==> config.mk <==
export PLATFORM = sky130hd
export DESIGN_NAME = urv_writeback_flat
export DESIGN_NICKNAME = d
export VERILOG_FILES = /design/src/rtl/kmkz_defs.sv /design/src/rtl/urv_writeback_if.sv /design/src/rtl/urv_load_align.sv /design/src/rtl/urv_writeback.sv /design/src/flat_wrapper.sv
export SDC_FILE = /design/constraint.sdc
export NUM_CORES = 1
export LEC_CHECK = 0
export ABC_CLOCK_PERIOD_IN_PS = 3850
export BUFFER_PORTS_ARGS = -buffer_cell sky130_fd_sc_hd__buf_2
export CORE_MARGIN = 2
export CORE_UTILIZATION = 30
export DETAILED_ROUTE_END_ITERATION = 12
export MAX_ROUTING_LAYER = met4
export PLACE_DENSITY_LB_ADDON = 0.25
export SLEW_MARGIN = 10
export SYNTH_ARGS = -nofsm -noshare
export SYNTH_HDL_FRONTEND = slang
export SYNTH_SLANG_ARGS = --single-unit
==> constraint.sdc <==
create_clock -name clk_i -period 3.85 [get_ports clk_i]
set_input_delay 0.385 -clock clk_i [delete_from_list [all_inputs] [get_ports clk_i]]
set_output_delay 0.385 -clock clk_i [all_outputs]
set_load 0.01 [all_outputs]
==> src/rtl/kmkz_defs.sv <==
// -----------------------------------------------------------------------------
// kmkz_defs
// Shared encodings used across the pipeline:
//   LDST_*      : load/store width and signedness carried in the fun field
//   RD_SOURCE_* : selects which execute-stage result feeds the rd write
// -----------------------------------------------------------------------------
package kmkz_defs;

  localparam logic [2:0] LDST_B  = 3'd0;
  localparam logic [2:0] LDST_H  = 3'd1;
  localparam logic [2:0] LDST_L  = 3'd2;
  localparam logic [2:0] LDST_BU = 3'd4;
  localparam logic [2:0] LDST_HU = 3'd5;

  localparam logic [2:0] RD_SOURCE_ALU      = 3'd0;
  localparam logic [2:0] RD_SOURCE_SHIFTER  = 3'd1;
  localparam logic [2:0] RD_SOURCE_MULTIPLY = 3'd2;
  localparam logic [2:0] RD_SOURCE_DIVIDE   = 3'd3;
  localparam logic [2:0] RD_SOURCE_CSR      = 3'd4;

endpackage

==> src/rtl/urv_writeback_if.sv <==
// -----------------------------------------------------------------------------
// urv_writeback_if
// AHB-Lite data-phase response signals seen by the writeback stage.
//   HRDATA : read data, meaningful only while HREADY=1
//   HREADY : 1 = the current data phase completes this cycle
//   HRESP  : 1 = error response (taken together with HREADY=1)
// Handshake: a data phase is open from the cycle the access is presented until
// the first cycle with HREADY=1; HRDATA/HRESP are sampled only on that cycle
// and are don't-care at every other time.
// Modports:
//   master : the CPU side (writeback), receives the response
//   slave  : the bus/memory side, drives the response
// -----------------------------------------------------------------------------
interface urv_writeback_if;

  logic [31:0] HRDATA;
  logic        HREADY;
  logic        HRESP;

  modport master (input HRDATA, HREADY, HRESP);
  modport slave  (output HRDATA, HREADY, HRESP);

endinterface

==> src/rtl/urv_load_align.sv <==
// -----------------------------------------------------------------------------
// urv_load_align
// Combinational extraction of a load result from a 32-bit bus word.
//   fun_i   : LDST_* width/signedness code
//   addr_i  : low two address bits (byte lane / halfword select)
//   data_i  : raw 32-bit bus word
//   value_o : extended load result
// -----------------------------------------------------------------------------
module urv_load_align
  import kmkz_defs::*;
(
  input  logic [2:0]  fun_i,
  input  logic [1:0]  addr_i,
  input  logic [31:0] data_i,
  output logic [31:0] value_o
);

  logic [7:0]  byte_sel;
  logic [15:0] half_sel;

  always_comb begin
    byte_sel = data_i[7:0];
    case (addr_i)
      2'd0:    byte_sel = data_i[7:0];
      2'd1:    byte_sel = data_i[15:8];
      2'd2:    byte_sel = data_i[23:16];
      default: byte_sel = data_i[31:24];
    endcase
  end

  assign half_sel = addr_i[1] ? data_i[31:16] : data_i[15:0];

  always_comb begin
    value_o = data_i;
    case (fun_i)
      LDST_B:  value_o = {{24{byte_sel[7]}}, byte_sel};
      LDST_BU: value_o = {24'h0, byte_sel};
      LDST_H:  value_o = {{16{half_sel[15]}}, half_sel};
      LDST_HU: value_o = {16'h0, half_sel};
      default: value_o = data_i;
    endcase
  end

endmodule

==> src/rtl/urv_writeback.sv <==
// -----------------------------------------------------------------------------
// urv_writeback
// Writeback stage: completes the AHB-Lite data phase of loads/stores, selects
// the rd result and drives the register-file write port, plus a one-cycle
// delayed copy of that write for the execute-stage bypass.
// Ports:
//   clk_i, rst_i         : clock, asynchronous active-low reset
//   w_stall_i            : global pipeline stall
//   w_stall_req_o        : stall request while the data phase waits on HREADY
//   w_* (inputs)         : registered X/W fields and execute results
//   ahb                  : data-phase response (HRDATA/HREADY/HRESP)
//   rf_rd_*_o            : register-file write port (combinational)
//   x_fwd_*_o            : registered copy of the last rf write
//   w_bus_error_o        : one pulse per erroring load/store transfer
//   dbg_state_o          : current data-phase FSM state
// -----------------------------------------------------------------------------
module urv_writeback
  import kmkz_defs::*;
(
  input  logic        clk_i,
  input  logic        rst_i,

  input  logic        w_stall_i,
  output logic        w_stall_req_o,

  input  logic        w_valid_i,
  input  logic        w_load_i,
  input  logic        w_store_i,
  input  logic [2:0]  w_fun_i,
  input  logic [4:0]  w_rd_i,
  input  logic        w_rd_write_i,
  input  logic [2:0]  w_rd_source_i,
  input  logic [31:0] w_dm_addr_i,

  input  logic [31:0] w_rd_value_i,
  input  logic [31:0] w_rd_shifter_i,
  input  logic [31:0] w_rd_multiply_i,

  urv_writeback_if.master ahb,

  output logic [4:0]  rf_rd_o,
  output logic [31:0] rf_rd_value_o,
  output logic        rf_rd_write_o,

  output logic [4:0]  x_fwd_rd_o,
  output logic [31:0] x_fwd_value_o,
  output logic        x_fwd_valid_o,

  output logic        w_bus_error_o,
  output logic [1:0]  dbg_state_o
);

  // IDLE: no transfer outstanding (a new one may start this cycle)
  // WAIT: data phase open, slave still inserting wait states
  // HELD: data phase finished while the pipeline was stalled; response kept
  typedef enum logic [1:0] {
    ST_IDLE = 2'd0,
    ST_WAIT = 2'd1,
    ST_HELD = 2'd2
  } state_t;

  state_t      state_q, state_d;
  logic [31:0] hold_data_q, hold_data_d;
  logic        hold_err_q, hold_err_d;

  logic [4:0]  fwd_rd_q, fwd_rd_d;
  logic [31:0] fwd_value_q, fwd_value_d;
  logic        fwd_valid_q, fwd_valid_d;

  logic        access_new;
  logic        in_dphase;
  logic        beat_done;
  logic        load_ok;
  logic [31:0] load_src;
  logic [31:0] load_value;
  logic [31:0] result;
  logic        unused_addr;

  assign unused_addr = ^w_dm_addr_i[31:2];

  assign access_new = w_valid_i & (w_load_i | w_store_i);

  // Outputs are gated by rst_i so they sit at their reset values while the
  // asynchronous reset is asserted, regardless of the incoming fields.
  assign in_dphase = rst_i & (((state_q == ST_IDLE) & access_new) |
                              (state_q == ST_WAIT));
  assign beat_done = in_dphase & ahb.HREADY;

  // Stores share the FSM so a stalled erroring store still pulses only once.
  always_comb begin
    state_d     = state_q;
    hold_data_d = hold_data_q;
    hold_err_d  = hold_err_q;
    case (state_q)
      ST_IDLE: begin
        if (access_new) begin
          if (!ahb.HREADY) begin
            state_d = ST_WAIT;
          end else if (w_stall_i) begin
            state_d     = ST_HELD;
            hold_data_d = ahb.HRDATA;
            hold_err_d  = ahb.HRESP;
          end
        end
      end
      ST_WAIT: begin
        if (ahb.HREADY) begin
          if (w_stall_i) begin
            state_d     = ST_HELD;
            hold_data_d = ahb.HRDATA;
            hold_err_d  = ahb.HRESP;
          end else begin
            state_d = ST_IDLE;
          end
        end
      end
      ST_HELD: begin
        if (!w_stall_i) begin
          state_d = ST_IDLE;
        end
      end
      default: state_d = ST_IDLE;
    endcase
  end

  always_ff @(posedge clk_i or negedge rst_i) begin
    if (!rst_i) begin
      state_q     <= ST_IDLE;
      hold_data_q <= 32'h0;
      hold_err_q  <= 1'b0;
    end else begin
      state_q     <= state_d;
      hold_data_q <= hold_data_d;
      hold_err_q  <= hold_err_d;
    end
  end

  // Once the beat has been captured, the bus is no longer looked at.
  assign load_src = (state_q == ST_HELD) ? hold_data_q : ahb.HRDATA;

  urv_load_align u_load_align (
    .fun_i   (w_fun_i),
    .addr_i  (w_dm_addr_i[1:0]),
    .data_i  (load_src),
    .value_o (load_value)
  );

  always_comb begin
    result = w_rd_value_i;
    if (w_load_i) begin
      result = load_value;
    end else if (w_rd_source_i == RD_SOURCE_SHIFTER) begin
      result = w_rd_shifter_i;
    end else if (w_rd_source_i == RD_SOURCE_MULTIPLY) begin
      result = w_rd_multiply_i;
    end
  end

  assign load_ok = (beat_done & ~ahb.HRESP) |
                   (rst_i & (state_q == ST_HELD) & ~hold_err_q);

  assign rf_rd_o       = w_rd_i;
  assign rf_rd_value_o = result;
  assign rf_rd_write_o = rst_i & w_rd_write_i & ~w_stall_i & (w_rd_i != 5'd0) &
                         ~w_store_i & (~w_load_i | load_ok);

  assign w_stall_req_o = in_dphase & ~ahb.HREADY;
  assign w_bus_error_o = beat_done & ahb.HRESP;

  always_comb begin
    fwd_rd_d    = fwd_rd_q;
    fwd_value_d = fwd_value_q;
    fwd_valid_d = 1'b0;
    if (rf_rd_write_o) begin
      fwd_rd_d    = w_rd_i;
      fwd_value_d = result;
      fwd_valid_d = 1'b1;
    end
  end

  always_ff @(posedge clk_i or negedge rst_i) begin
    if (!rst_i) begin
      fwd_rd_q    <= 5'd0;
      fwd_value_q <= 32'h0;
      fwd_valid_q <= 1'b0;
    end else begin
      fwd_rd_q    <= fwd_rd_d;
      fwd_value_q <= fwd_value_d;
      fwd_valid_q <= fwd_valid_d;
    end
  end

  assign x_fwd_rd_o    = fwd_rd_q;
  assign x_fwd_value_o = fwd_value_q;
  assign x_fwd_valid_o = fwd_valid_q;
  assign dbg_state_o   = state_q;

endmodule

==> src/flat_wrapper.sv <==
// flat-port wrapper written by rule: the top's interface ports become plain ports
module urv_writeback_flat import kmkz_defs::*;
  (clk_i, rst_i, w_stall_i, w_stall_req_o, w_valid_i, w_load_i, w_store_i, w_fun_i, w_rd_i, w_rd_write_i, w_rd_source_i, w_dm_addr_i, w_rd_value_i, w_rd_shifter_i, w_rd_multiply_i, rf_rd_o, rf_rd_value_o, rf_rd_write_o, x_fwd_rd_o, x_fwd_value_o, x_fwd_valid_o, w_bus_error_o, dbg_state_o, ahb_HRDATA, ahb_HREADY, ahb_HRESP);
  urv_writeback_if ahb_i ();
  input  logic clk_i;
  input  logic rst_i;
  input  logic w_stall_i;
  output logic w_stall_req_o;
  input  logic w_valid_i;
  input  logic w_load_i;
  input  logic w_store_i;
  input  logic [2:0] w_fun_i;
  input  logic [4:0] w_rd_i;
  input  logic w_rd_write_i;
  input  logic [2:0] w_rd_source_i;
  input  logic [31:0] w_dm_addr_i;
  input  logic [31:0] w_rd_value_i;
  input  logic [31:0] w_rd_shifter_i;
  input  logic [31:0] w_rd_multiply_i;
  output logic [4:0] rf_rd_o;
  output logic [31:0] rf_rd_value_o;
  output logic rf_rd_write_o;
  output logic [4:0] x_fwd_rd_o;
  output logic [31:0] x_fwd_value_o;
  output logic x_fwd_valid_o;
  output logic w_bus_error_o;
  output logic [1:0] dbg_state_o;
  input wire logic [$bits(ahb_i.HRDATA)-1:0] ahb_HRDATA;
  input wire logic [$bits(ahb_i.HREADY)-1:0] ahb_HREADY;
  input wire logic [$bits(ahb_i.HRESP)-1:0] ahb_HRESP;
  assign ahb_i.HRDATA = ahb_HRDATA;
  assign ahb_i.HREADY = ahb_HREADY;
  assign ahb_i.HRESP = ahb_HRESP;
  urv_writeback u_core (.clk_i(clk_i), .rst_i(rst_i), .w_stall_i(w_stall_i), .w_stall_req_o(w_stall_req_o), .w_valid_i(w_valid_i), .w_load_i(w_load_i), .w_store_i(w_store_i), .w_fun_i(w_fun_i), .w_rd_i(w_rd_i), .w_rd_write_i(w_rd_write_i), .w_rd_source_i(w_rd_source_i), .w_dm_addr_i(w_dm_addr_i), .w_rd_value_i(w_rd_value_i), .w_rd_shifter_i(w_rd_shifter_i), .w_rd_multiply_i(w_rd_multiply_i), .ahb(ahb_i), .rf_rd_o(rf_rd_o), .rf_rd_value_o(rf_rd_value_o), .rf_rd_write_o(rf_rd_write_o), .x_fwd_rd_o(x_fwd_rd_o), .x_fwd_value_o(x_fwd_value_o), .x_fwd_valid_o(x_fwd_valid_o), .w_bus_error_o(w_bus_error_o), .dbg_state_o(dbg_state_o));
endmodule
==> flow_summary.toml <==
[run_status]
status = "finished, final reports clean"

[logic_synthesis]
synth_area_per_cell_um2 = 10.9
synth_compound_area_frac = 0.191
ys_async_sr_fraction = 1.00
synth.area.top_cells = "dfrtp_1 37%, mux2_2 15%, mux2i_1 8.9%"
ys_seq_elements = 73
synth_fa_ha_area_frac = 0
synth_top_area_cell = "dfrtp_1"
ys_seq_area_frac = 0.368
synth_nets = 636
syn-instance-count = 456
synthFlopType = "dfrtp_1"
synth_top_area_share = 0.368
synth_top_family_by_area = "multiplexers"
synth_area_um2 = 4970
synth.area.mux_share = 0.317
yosysWarnings = 0
synth-simple-area-share = 0.0745
synthXorXnorAreaFrac = 0.00176
synth_edf_count = 0
synth_cell_types = 49

[critical_path]
required_ns = 3.46
critPathCapture = "rf_rd_value_o[30]"
critPathLaunch = "u_core.dbg_state_o[1]"
endpoint_kind = "output port"
rrSetupSlack_ns = 1.18
timing.rr.end = "u_core.x_fwd_value_o[30]"
reg2reg_from = "u_core.dbg_state_o[1]"
critPathLaunchType = "register"
worstPathMaxFanout = 16
reg2regPathDepth = 5
crit_arrival_ns = 2.93
critPathKind = "reg2out"

[die]
die_h_um = 133
num_io_pins = 260
die_w_um = 133
start_util = 0.303
die-area_um2 = 17600
coreArea_um2 = 16400
num_rows = 47

[global_routing]
antenna_found_initial = 0
grt_usage = 0.211
overflow = 0
grt_start_max_net_pins = 76
grt_pass1_wl_mm = 27.7
grt_pass1_vias = 4931

[timing]
setup-violations-final = 0
hold_ws_ns = 0.288
fmax_ghz = 0.302
rsz0062_at_grt = "false"
timing.final.crit_share = 0.860
layout_min_cycle_time_ns = 3.31
relSlewSlack = 0.248
final_hold_viol_count = 0
tns_ns = 0
finalMaxSlewViolations = 0
fin_ws_ns = 0.538
tightest_slew_ns = 1.13
finClkSkew_ns = 0.00523

[pwr]
ir_worst_vdd_uv = 227
p_per_area_nw_per_um2 = 458
swShare = 0.311
p_int_mw = 2.08
p_seq_frac = 0.371
p_switching_mw = 0.941
combPwrFrac = 0.318
p_clk_frac = 0.311
p_leak_nw = 3.19

[cts]
cts_resized = 0
path_clk_slew_ns = 0.06
cts.sink_count = 73
cts-buffers-inserted = 9
ctsLongestPathBuffers = 2
root_buffer = "clkbuf_16"
clkLatencyLatePin_ns = 0.34
hold_buffers = 0
cts_tree = "yes"
htreeDepth = 3
post_cts_buffers = 0

[routing]
drtIter0Drc = 202
drtPass1Iterations = 5
drc = 0
drt.antenna.violating_nets = 0
wl_per_cell_um = 20.3
wirelength_mm = 18.0
vias = 4670
vias_per_cell = 5.26

[place]
dpl.hpwl_mm = 13.9
dp_slack_ns = 0.816
numPortBuffers = 229
gp_congestion = 0.822

[min_path]
hp-class = "in2reg"

[flow_run]
drv_cap = 0

[layout]
area_growth_pct = 32.9
nets = 843
drive_gt1_frac = 0.530
diodes = 0
layout make-up:
cell class | count | area, um^2
multi-input cells | 335 | 2900
clock inverters | 5 | 77.6
fillers | 1638 | 9800
flip-flops and latches | 73 | 1830
well taps | 220 | 275
inverters | 5 | 18.8
clock buffers | 11 | 253
repair buffers | 239 | 1250
cells in the mapped netlist (7+ instances only):
cell	number
nand2_1	15
dfrtp_1	73
a21oi_1	34
a221o_1	7
o221ai_1	15
nand2b_1	7
mux4_2	15
o22ai_1	7
o22a_1	17
mux2i_1	44
nor2_1	24
o21ai_0	9
a22oi_1	8
buf_2	7
clkbuf_1	20
buf_4	10
mux2_2	67
cells by family (layout without fill, tap and decap cells):
| logic type | count (synthesis) | after routing |
|---|---|---|
| AOI/OAI and AO/OA | 132 | 132 |
| xor gates and xnor gates | 1 | 1 |
| buffers and inverters | 48 | 260 |
| DFF | 73 | 73 |
| muxes | 129 | 129 |
| and+or+nand+nor | 73 | 73 |
layer usage:
layer / part of all wire / up-vias / global-route usage
li1: - / 2180 / -
met2: 0.46 / 228 / 0.327
met4: 0.018 / 0 / 0.0783
met3: 0.071 / 20 / 0.0406
met1: 0.45 / 2242 / 0.276
met5: 0 / - / -
worst min-delay path by stage:
stage / slack (ns) / depth (start not counted) / endpoint / startpoint
6_report: 0.29 / 2 / u_core.dbg_state_o[1] / w_stall_i
5_1_grt: 0.28 / 2 / u_core.dbg_state_o[1] / w_stall_i
4_1_cts: 0.27 / 2 / u_core.dbg_state_o[1] / w_stall_i
3_5_place_dp: 0.49 / 1 / u_core.x_fwd_value_o[18] / u_core.x_fwd_value_o[18]
3_3_place_gp: 0.47 / 2 / u_core.x_fwd_value_o[14] / u_core.x_fwd_value_o[14]
2_1_floorplan: 0.09 / 0 / u_core.dbg_state_o[0] / rst_i
layout by cell type, fill, tap and decap left out, drive strengths merged, types with 4 or more instances in the layout:
master	count
mux2i	44
a221o	7
nand2	15
mux4	15
a22oi	8
and2	4
buf	239
o211ai	6
o22a	17
inv	5
nand2b	7
mux2	70
and3	4
a211oi	6
a31o	8
or2	7
clkbuf	11
o221ai	16
nor2	24
dfrtp	73
a21oi	34
o22ai	7
a31oi	6
o21ai	9
sequential cells by signal (all words and copies together) (netlist names):
| register | count |
|---|---|
| u_core.dbg_state_o | 2 |
| u_core.hold_data_q | 32 |
| u_core.hold_err_q | 1 |
| u_core.x_fwd_rd_o | 5 |
| u_core.x_fwd_valid_o | 1 |
| u_core.x_fwd_value_o | 32 |
worst max-delay path, cell delays in order (launching register included):
cell,delay (ns)
dfrtp_1,0.43
nand2b_2,0.37
mux4_2,0.55
nand3b_1,0.62
o211ai_1,0.41
buf_2,0.19
stage by stage:
step | area, um^2 | cells | util | power [mW]
floorplan | 4970 | 456 | - | 1.68
CTS | 6600 | 888 | 0.403 | 3.06
global route | 6600 | 888 | 0.403 | 3.19
finish | 6600 | 888 | 0.403 | 3.02
global placement | 6270 | 872 | 0.382 | 2.07
detailed placement | 6270 | 872 | 0.382 | 2.10
power by group through the flow:
stage / logic [mW] / clock network, mW / registers, mW
after floorplan: 0.517 / 0 / 1.17
after global placement: 0.950 / 0 / 1.12
after detailed placement: 0.969 / 0 / 1.13
after CTS: 0.971 / 0.968 / 1.12
after global routing: 1.04 / 0.999 / 1.15
final: 0.962 / 0.942 / 1.12
(Power assumes the default switching activity.)
